--- config.mk ---
export PLATFORM = sky130hd
export DESIGN_NAME = pwm_sequencer
export DESIGN_NICKNAME = d
export VERILOG_FILES = /design/src/rtl/pwm_sequencer_pkg.sv /design/src/rtl/pwm_sequencer_timer_counter.sv /design/src/rtl/pwm_sequencer.sv
export SDC_FILE = /design/constraint.sdc
export NUM_CORES = 1
export LEC_CHECK = 0
export BUFFER_PORTS_ARGS = -buffer_cell sky130_fd_sc_hd__buf_2
export CAP_MARGIN = 10
export CORE_AREA = 3 3 143 180
export CTS_CLUSTER_SIZE = 25
export DETAILED_ROUTE_END_ITERATION = 12
export DIE_AREA = 0 0 146 183
export PLACE_DENSITY = 0.49
export SLEW_MARGIN = 20
export SYNTH_ARGS = -nofsm -noshare
export SYNTH_HDL_FRONTEND = slang
export SYNTH_SLANG_ARGS = --single-unit
export TNS_END_PERCENT = 50
--- constraint.sdc ---
create_clock -name clock -period 3.8 [get_ports clock]
set_clock_uncertainty 0.1 [all_clocks]
set_input_delay 0.76 -clock clock [delete_from_list [all_inputs] [get_ports clock]]
set_output_delay 0.76 -clock clock [all_outputs]
set_load 0.01 [all_outputs]
--- src/rtl/pwm_sequencer_pkg.sv ---
// Shared types for the PWM step sequencer.
//   state_t      : sequencer control state (IDLE, RUN)
//   step_entry_t : one table entry {compare, repeat_count}. Fields are sized
//                  for the widest supported counter; each instance keeps only
//                  its own CB/RB low bits meaningful.
//   clamp_steps  : maps a requested step count onto 1..depth
package pwm_sequencer_pkg;

  localparam int unsigned ENTRY_FIELD_W = 32;

  typedef enum logic {
    IDLE = 1'b0,
    RUN  = 1'b1
  } state_t;

  typedef struct packed {
    logic [ENTRY_FIELD_W-1:0] compare;
    logic [ENTRY_FIELD_W-1:0] repeat_count;
  } step_entry_t;

  // A request of 0 steps still plays one step; oversize requests play the table.
  function automatic int unsigned clamp_steps(input int unsigned requested,
                                              input int unsigned depth);
    if (requested == 0) return 1;
    if (requested > depth) return depth;
    return requested;
  endfunction

endpackage

--- src/rtl/pwm_sequencer_timer_counter.sv ---
// Free-running period counter: counts 0..top_value while enabled, then wraps.
//   clock         : rising-edge clock
//   reset         : synchronous clear to 0 (active-high)
//   enable        : advance the count this cycle
//   top_value     : last count value of a period
//   compare_value : value compared against count
//   count         : current count
//   compare_match : count == compare_value
module timer_counter #(
  parameter int unsigned WIDTH = 8
) (
  input  logic             clock,
  input  logic             reset,
  input  logic             enable,
  input  logic [WIDTH-1:0] top_value,
  input  logic [WIDTH-1:0] compare_value,
  output logic [WIDTH-1:0] count,
  output logic             compare_match
);

  always_ff @(posedge clock) begin
    if (reset) begin
      count <= '0;
    end else if (enable) begin
      // >= rather than == so a count can never run past a lowered top.
      if (count >= top_value) count <= '0;
      else                    count <= count + 1'b1;
    end
  end

  assign compare_match = (count == compare_value);

endmodule

--- src/rtl/pwm_sequencer.sv ---
// Table-driven PWM sequencer. A small table of {compare, repeat} entries is
// written while idle; a start pulse plays entries 0..step_count-1, each for
// repeat+1 PWM periods of top_value+1 cycles, optionally looping.
//   clock, reset          : rising-edge clock, synchronous active-high reset
//   start, stop           : begin from step 0 / abort (pulses)
//   loop_enable           : wrap to step 0 after the last step
//   top_value, step_count : period top and active step count, latched at start
//   wr_valid/wr_ready     : table write handshake (ready only while idle)
//   wr_index, wr_compare, wr_repeat : table write data
//   pwm_out               : PWM output
//   busy                  : sequence running
//   step_index            : current step
//   done                  : one-cycle pulse after a non-looping sequence ends
module pwm_sequencer
  import pwm_sequencer_pkg::*;
#(
  parameter  int unsigned MAX_COUNTER_VALUE = 255,
  parameter  int unsigned NUM_STEPS         = 8,
  parameter  int unsigned MAX_REPEAT        = 255,
  localparam int unsigned CB = $clog2(MAX_COUNTER_VALUE + 1),
  localparam int unsigned SB = $clog2(NUM_STEPS),
  localparam int unsigned RB = $clog2(MAX_REPEAT + 1)
) (
  input  logic          clock,
  input  logic          reset,
  input  logic          start,
  input  logic          stop,
  input  logic          loop_enable,
  input  logic [CB-1:0] top_value,
  input  logic [SB:0]   step_count,
  input  logic          wr_valid,
  output logic          wr_ready,
  input  logic [SB-1:0] wr_index,
  input  logic [CB-1:0] wr_compare,
  input  logic [RB-1:0] wr_repeat,
  output logic          pwm_out,
  output logic          busy,
  output logic [SB-1:0] step_index,
  output logic          done
);

  state_t        state_q, state_d;
  step_entry_t   table_q [NUM_STEPS];

  logic [CB-1:0] active_top_q;
  logic [CB-1:0] active_cmp_q;
  logic [RB-1:0] repeat_q;
  logic [SB-1:0] last_step_q;
  logic [SB-1:0] step_q;
  logic          done_q;

  logic [CB-1:0] count;
  logic          compare_match;
  logic          timer_clear;

  logic          period_end;
  logic          last_period;
  logic          start_load;
  logic          step_advance;
  logic          step_wrap;
  logic          finish;
  logic          load_entry;
  logic [SB-1:0] next_index;

  int unsigned   steps_eff;
  logic [SB-1:0] last_step_d;

  assign period_end  = (state_q == RUN) && (count == active_top_q);
  assign last_period = period_end && (repeat_q == '0);

  // Next-state and step-sequencing decisions.
  always_comb begin
    state_d      = state_q;
    start_load   = 1'b0;
    step_advance = 1'b0;
    step_wrap    = 1'b0;
    finish       = 1'b0;
    case (state_q)
      IDLE: begin
        if (start && !stop) begin
          state_d    = RUN;
          start_load = 1'b1;
        end
      end
      RUN: begin
        // stop beats any step/sequence boundary landing on the same cycle
        if (stop) begin
          state_d = IDLE;
        end else if (last_period) begin
          if (step_q != last_step_q) begin
            step_advance = 1'b1;
          end else if (loop_enable) begin
            step_wrap = 1'b1;
          end else begin
            finish  = 1'b1;
            state_d = IDLE;
          end
        end
      end
      default: state_d = IDLE;
    endcase
  end

  always_ff @(posedge clock) begin
    if (reset) state_q <= IDLE;
    else       state_q <= state_d;
  end

  always_comb begin
    steps_eff   = clamp_steps(32'(step_count), NUM_STEPS);
    last_step_d = SB'(steps_eff - 1);
  end

  assign load_entry = start_load || step_advance || step_wrap;
  assign next_index = step_advance ? (step_q + 1'b1) : '0;

  // Active period/entry registers carry data only, so they are not reset;
  // every use of them is qualified by state_q == RUN.
  always_ff @(posedge clock) begin
    if (start_load) begin
      active_top_q <= top_value;
      last_step_q  <= last_step_d;
    end
    if (load_entry) begin
      active_cmp_q <= table_q[next_index].compare[CB-1:0];
      repeat_q     <= table_q[next_index].repeat_count[RB-1:0];
    end else if (period_end && (repeat_q != '0)) begin
      repeat_q <= repeat_q - 1'b1;
    end
  end

  always_ff @(posedge clock) begin
    if (reset) begin
      step_q <= '0;
      done_q <= 1'b0;
    end else begin
      done_q <= finish;
      if (start_load || step_wrap) step_q <= '0;
      else if (step_advance)       step_q <= step_q + 1'b1;
    end
  end

  // Table survives reset; out-of-range indices complete the handshake but are dropped.
  always_ff @(posedge clock) begin
    if (!reset && wr_valid && wr_ready && (32'(wr_index) < NUM_STEPS)) begin
      table_q[wr_index] <= '{compare:      ENTRY_FIELD_W'(wr_compare),
                             repeat_count: ENTRY_FIELD_W'(wr_repeat)};
    end
  end

  assign timer_clear = reset || start_load || stop;

  timer_counter #(
    .WIDTH(CB)
  ) u_timer (
    .clock         (clock),
    .reset         (timer_clear),
    .enable        (state_q == RUN),
    .top_value     (active_top_q),
    .compare_value (active_cmp_q),
    .count         (count),
    .compare_match (compare_match)
  );

  // Upper entry bits and the timer's compare flag have no consumer here.
  logic unused_bits;
  always_comb begin
    unused_bits = compare_match;
    for (int i = 0; i < NUM_STEPS; i++) begin
      unused_bits = unused_bits ^ (^table_q[i].compare[ENTRY_FIELD_W-1:CB])
                                ^ (^table_q[i].repeat_count[ENTRY_FIELD_W-1:RB]);
    end
  end

  assign pwm_out    = (state_q == RUN) && (count < active_cmp_q);
  assign busy       = (state_q == RUN);
  assign wr_ready   = (state_q == IDLE) && !start;
  assign step_index = step_q;
  assign done       = done_q;

endmodule

# ---- Yosys cells after proc, flatten, opt, wreduce, memory -nomap -nowiden
# Memories as Yosys holds them, arrays and structs flattened.
# Cells that the tools add are included.
dict set report word_totals {
  regBits 40
  memories 1
  output_inout_bits 7
  ramBits 128
  elab_cells 71
  inputBits 37
}
dict set report classes {
  n_reduce_logical 22
  n_lt_le_gt_ge 3
  mux 29
  n_addsub 4
  bitwise 2
  eq_ne 2
}
# name words width rd rd_clocked_by_memory_dff write_ports line_no
set memory_table {}
lappend memory_table {table_q 8 16 1 0 1 pwm_sequencer.sv:43} ;# step_entry_t table_q [NUM_STEPS];
# op count
set op_table {}
lappend op_table {{$mux W8} 3}
lappend op_table {{$mux W1} 22}
lappend op_table {{$mux W3} 3}
lappend op_table {{$add A8 B1 Y8 const B} 1}
lappend op_table {{$eq A8 B8 Y1} 1}
lappend op_table {{$ge A8 B8 Y1} 1}
lappend op_table {{$logic_and A1 B1 Y1} 8}
lappend op_table {{$logic_not A8 Y1} 1}
lappend op_table {{$lt A8 B8 Y1} 1}
lappend op_table {{$reduce_bool A8 Y1} 1}
lappend op_table {{$sub A8 B1 Y8 const B} 1}
lappend op_table {{$logic_or A1 B1 Y1} 5}
lappend op_table {{$reduce_or A5 Y1} 1}
lappend op_table {{$gt A4 B4 Y1 const B} 1}
lappend op_table {{$logic_not A4 Y1} 1}
lappend op_table {{$add A3 B1 Y3 const B} 1}
lappend op_table {{$logic_not A1 Y1} 3}
lappend op_table {{$ne A3 B3 Y1} 1}
lappend op_table {{$sub A3 B1 Y3 const B} 1}
lappend op_table {{$not A1 Y1} 2}
lappend op_table {{$pmux W1 S2} 1}
lappend op_table {{$reduce_bool A2 Y1} 1}
lappend op_table {{$reduce_or A2 Y1} 1}

# ---- Longest topological paths before layout
dict set report logic_depth {
  depth_word 9
  ltp_mapped 10
  ltp_nobuf 8
}

# ---- Hierarchy
# Synthesis repeated with hierarchy kept, for this count alone.
dict set report unflattened {
  hier_cells 522
  hier_area_um2 7465.9
}
# mod cells_per_inst instances seq_area_each_um2 area_each_um2
set modules_own_cells {}
lappend modules_own_cells {pwm_sequencer 449 1 4754.6 6800.3}
lappend modules_own_cells {timer_counter 73 1 160.2 665.6}

# ---- Least setup slack after synthesis
# No wires, ideal clock.
dict set report synth_timing {
  path_kind {register -> register}
  startpoint {register repeat_q[2]}
  endpoint {register repeat_q[0] (enable)}
  path_buffers 1
  path_stages_with_launch 8
  setup_time_ns 0.384
  t_arrival_ns 2.605
  synth_period_minus_slack_ns 3.089
  required_ns 3.316
  path_slack_ns 0.711
  path_cell_list {edfxtp_1 -> or4_4 -> or3_1 -> or3_1 -> or3b_1 -> and3b_1 -> buf_6 -> o21ai_0}
}
dict set report synth_between {
  elab_chain_len 8
  word_cells_on_any_way 13
  cone_classes {mux (6); reduce/logical (7)}
}
# item line_no
set synth_lines {}
lappend synth_lines {{start: declaration} pwm_sequencer.sv:47} ;# logic [RB-1:0] repeat_q;
lappend synth_lines {{start signal: assignment} pwm_sequencer.sv:126} ;# repeat_q <= table_q[next_index].repeat_count[RB-1:0];
lappend synth_lines {{start signal: assignment} pwm_sequencer.sv:128} ;# repeat_q <= repeat_q - 1'b1;
lappend synth_lines {{$logic_not A8 Y1} pwm_sequencer.sv:69} ;# assign last_period = period_end && (repeat_q == '0);
lappend synth_lines {{$logic_and A1 B1 Y1} pwm_sequencer.sv:69}
lappend synth_lines {{$mux W1} pwm_sequencer.sv:89} ;# end else if (last_period) begin
lappend synth_lines {{$mux W1} pwm_sequencer.sv:87} ;# if (stop) begin
lappend synth_lines {{$mux W1} pwm_sequencer.sv:78} ;# case (state_q)
lappend synth_lines {{$logic_or A1 B1 Y1 (2 in series)} pwm_sequencer.sv:114} ;# assign load_entry = start_load || step_advance || step_wrap;
lappend synth_lines {{$reduce_bool A2 Y1 (no line) *} n/a}
# Every way passes the cells marked *; elsewhere a longest branch is shown, timed or not.
# A chain may end at the register's enable or synchronous reset.

# ---- Worst setup path in the final report
dict set report layout_timing {
  startpoint {register repeat_q[2]}
  endpoint {register repeat_q[3] (enable)}
}
# The elaborated chain is that of the path after synthesis.

==> out/results.tsv <==
stage	metric	value	unit
worst_hold_path	hold path start	top_value[4]	
placement	RePlAce Congestion	0.738	
placement	post-DP HPWL	10.0	mm
yosys	top_reg_cell synth	edfxtp_1	
worst_setup_path	worst reg2reg path depth	6	
pwr	maximum vdd drop	0.245	mV
worst_setup_path	WP data arrival	3.33	ns
pwr	sw frac	19.2	%
sta	Setup TNS	0	ns
sta	worst-margin pin slew	1.01	ns
yosys	sequential share of the synthesized area	68.4	%
floorplanning	total die area	26700	µm²
sta	unrepaired setup endpoints after global routing	false	
finish	footprint of the multi-input gates	2130	µm²
floorplanning	Die Y	183	µm
sta	FMAX	294	MHz
yosys	Synth Net Count	522	
pwr	sequential share of power	54.4	%
drt	initial drt markers	208	
yosys	mapped cell area	7190	µm²
finish	final non-filler cell total	869	
cts	clock buffer count from CTS	17	
yosys	post-synth cell types	45	
cts	CTS Hold Bufs	0	
pwr	Pleak	2.89	nW
finish	fin util	34.8	%
yosys	number of synthesized flops with an enable pin	155	
worst_setup_path	worst setup path category	flip-flop to flip-flop	
worst_setup_path	Worst R2R Start	repeat_q[2]$_DFFE_PP_	
sta	Final Hold Fails	0	
worst_setup_path	Critical Path Start Type	flip-flop	
finish	Sequential Area	4920	µm²
placement	PortBufs	43	
floorplanning	num ports	44	
flow_run	max-cap violations	0	
sta	final setup fails	0	
pwr	PD cells	447	nW/µm²
worst_hold_path	Worst Hold Depth	1	
cts	Clock Latency Late Sink	0.41	ns
finish	number of fill cells	2344	
drt	Vias/cell	4.62	
pwr	Clock power frac	42.4	%
cts	Resized Gates After CTS	0	
pwr	Psw	0.000726	W
yosys	#FFs+latches synth	168	
finish	n_diodes	0	
worst_setup_path	Reg2Reg Capture Point	repeat_q[3]$_DFFE_PP_	
yosys	Mean Syn Cell Area	15.5	µm²
finish	share of post-route cells with drive strength above 1	21.9	%
worst_hold_path	hold crit path type	input port to flip-flop	
drt	DRT antenna net count	0	
cts	Root Buffer	clkbuf_16	
sta	post-route minimum period	3.40	ns
grt	gr usage total	11.8	%
floorplanning	Core ar.	24300	µm²
cts	Reg clk slew, reported paths	0.06	ns
grt	largest net degree at the start of global routing	46	
worst_setup_path	WP data required	3.73	ns
finish	Layout area overhead	17.4	%
worst_hold_path	Hold Path End	active_top_q[4]$_DFFE_PP_	
worst_setup_path	Critical Path Fanout Max	10	
grt	first-pass GRT wire length	24.2	mm
worst_setup_path	Setup crit end kind	flip-flop	
sta	Max transition margin	31.8	%
status	outcome	complete, no violations	
worst_setup_path	flop-to-flop setup slack	0.40	ns
sta	hold_ws	0.421	ns
yosys	asr flop ratio synth	0	%
yosys	Ys Warns	0	
drt	wire per inst	17.4	µm
cts	H-tree Lvls	4	
grt	vias in the first global route	4320	
grt	antenna violations before repair	0	
finish	Final nets	583	
floorplanning	Die X	146	µm
pwr	Comb pwr share	3.2	%
cts	CTS tree	built	
sta	period utilisation layout	89.4	%
grt	GRT overflow	0	
sta	Max Transition Viols Final	0	
drt	WL final	15.1	mm
floorplanning	# rows	64	
cts	Clock Sinks	168	
cts	postcts setup bufs	0	
drt	DR vias	4013	
pwr	Int Pwr	0.00305	W
yosys	Cells after Synth	465	
drt	DR DRC count	0	
cts	maximum clock path buffer count	2	
placement	DP Cell Count	837	
floorplanning	Initial Utilization	29.6	%
drt	router iterations before antenna repair	4	
## sequential cells by signal, indices dropped and copies added (netlist names)
signal,cells
active_cmp_q,8
active_top_q,8
busy,1
done,1
last_step_q,3
repeat_q,8
step_index,3
table_q,128
u_timer.count,8
## how the worst max path moves through the flow
| stage | slack, ns | endpoint | cells after the start | from |
|---|---|---|---|---|
| after floorplan | 0.71 | repeat_q[0]$_DFFE_PP_ | 7 | repeat_q[2]$_DFFE_PP_ |
| after global placement | 0.45 | repeat_q[1]$_DFFE_PP_ | 6 | repeat_q[2]$_DFFE_PP_ |
| after detailed placement | 0.40 | repeat_q[1]$_DFFE_PP_ | 8 | active_top_q[7]$_DFFE_PP_ |
| after CTS | 0.38 | repeat_q[1]$_DFFE_PP_ | 8 | active_top_q[7]$_DFFE_PP_ |
| after global routing | 0.18 | repeat_q[0]$_DFFE_PP_ | 8 | active_top_q[7]$_DFFE_PP_ |
| final | 0.40 | repeat_q[3]$_DFFE_PP_ | 6 | repeat_q[2]$_DFFE_PP_ |
## worst max-delay path, stage by stage (launching register included)
cell and delay, ns:
edfxtp_1 0.44, or4_4 0.58, or3_1 0.33, or3_1 0.32
or3b_1 0.41, and3b_1 0.36, o21ai_0 0.47
## synth_stat cells (all sizes together) (2+ instances only)
library cell | instances | area [µm²]
mux2i | 24 | 240
nand2 | 9 | 33.8
xnor2 | 5 | 43.8
nand4 | 3 | 18.8
nor2 | 31 | 116
dfxtp | 13 | 260
o22ai | 2 | 12.5
a21o | 6 | 45.0
nand2b | 8 | 50.1
nor3 | 15 | 80.1
nand3b | 2 | 15.0
nand3 | 6 | 30.0
a31oi | 9 | 56.3
or3 | 6 | 38.8
xor2 | 15 | 131
a22oi | 8 | 60.1
or2 | 2 | 12.5
ha | 20 | 250
buf | 9 | 52.5
o21ai | 19 | 95.1
mux4 | 16 | 360
clkbuf | 9 | 33.8
a32oi | 8 | 70.1
a21oi | 17 | 85.1
o21bai | 2 | 15.0
mux2 | 8 | 120
inv | 23 | 86.3
nor2b | 2 | 12.5
edfxtp | 155 | 4650
nor3b | 2 | 15.0
## through the flow
step | worst slack (ns) | total power [W] | area (µm²)
2_1_floorplan | 0.711 | 0.00215 | 7190
3_3_place_gp | 0.448 | 0.00221 | 7890
3_5_place_dp | 0.401 | 0.00221 | 7890
4_1_cts | 0.384 | 0.00383 | 8430
5_1_grt | 0.177 | 0.00392 | 8440
6_report | 0.404 | 0.00377 | 8440
## cells by family (layout without fill, tap and decap cells)
group	Yosys count	count (layout)	share of synthesized area, %
buf+inv	41	115	2.40
flops	168	168	68.4
fa+ha+maj	20	20	3.48
mux	48	48	10.0
compound gates	75	75	6.55
xor+xnor	20	20	2.44
simple gates	93	93	6.70
## final cells by class
| cell class | count | share of cell area, % |
|---|---|---|
| Clock inverter | 11 | 1.25 |
| Clock buffer | 21 | 5.22 |
| Timing Repair Buffer | 60 | 4.06 |
| Tap cell | 330 | 4.89 |
| Multi-Input combinational cell | 256 | 25.3 |
| Sequential cell | 168 | 58.3 |
| Inverter | 23 | 1.02 |
## power groups by stage
stage / Combinational, W / Sequential [W] / Clock (W)
finish: 0.000119 / 0.00205 / 0.00160
global route: 0.000135 / 0.00205 / 0.00173
global placement: 0.000118 / 0.00209 / 0
CTS: 0.000122 / 0.00205 / 0.00165
floorplan: 0.0000609 / 0.00209 / 0
detailed placement: 0.000121 / 0.00209 / 0
## cell usage in the layout (no fill, tap or decap), types with 3 or more instances in the layout
cell	n
nand2_1	9
or3_1	5
edfxtp_1	155
dfxtp_1	12
xnor2_1	4
nand2b_1	8
clkbuf_1	4
clkbuf_16	17
a22oi_1	8
ha_1	20
mux2_4	8
xor2_1	14
clkinv_1	5
a21o_1	6
mux2i_1	24
nor3_1	12
a21oi_1	17
mux4_2	16
buf_2	43
a32oi_1	8
a31oi_1	9
inv_1	23
nand3_1	6
nand4_1	3
o21ai_0	19
buf_4	17
nor2_1	31
## metal layers
| metal | track usage (%) | routed length [µm] |
|---|---|---|
| met2 | 21.5 | 7920 |
| met5 | 0 | 0 |
| met4 | 4.29 | 176 |
| met1 | 13.8 | 6470 |
| met3 | 2.50 | 549 |
Note: power is estimated with default switching activity, not from simulation.
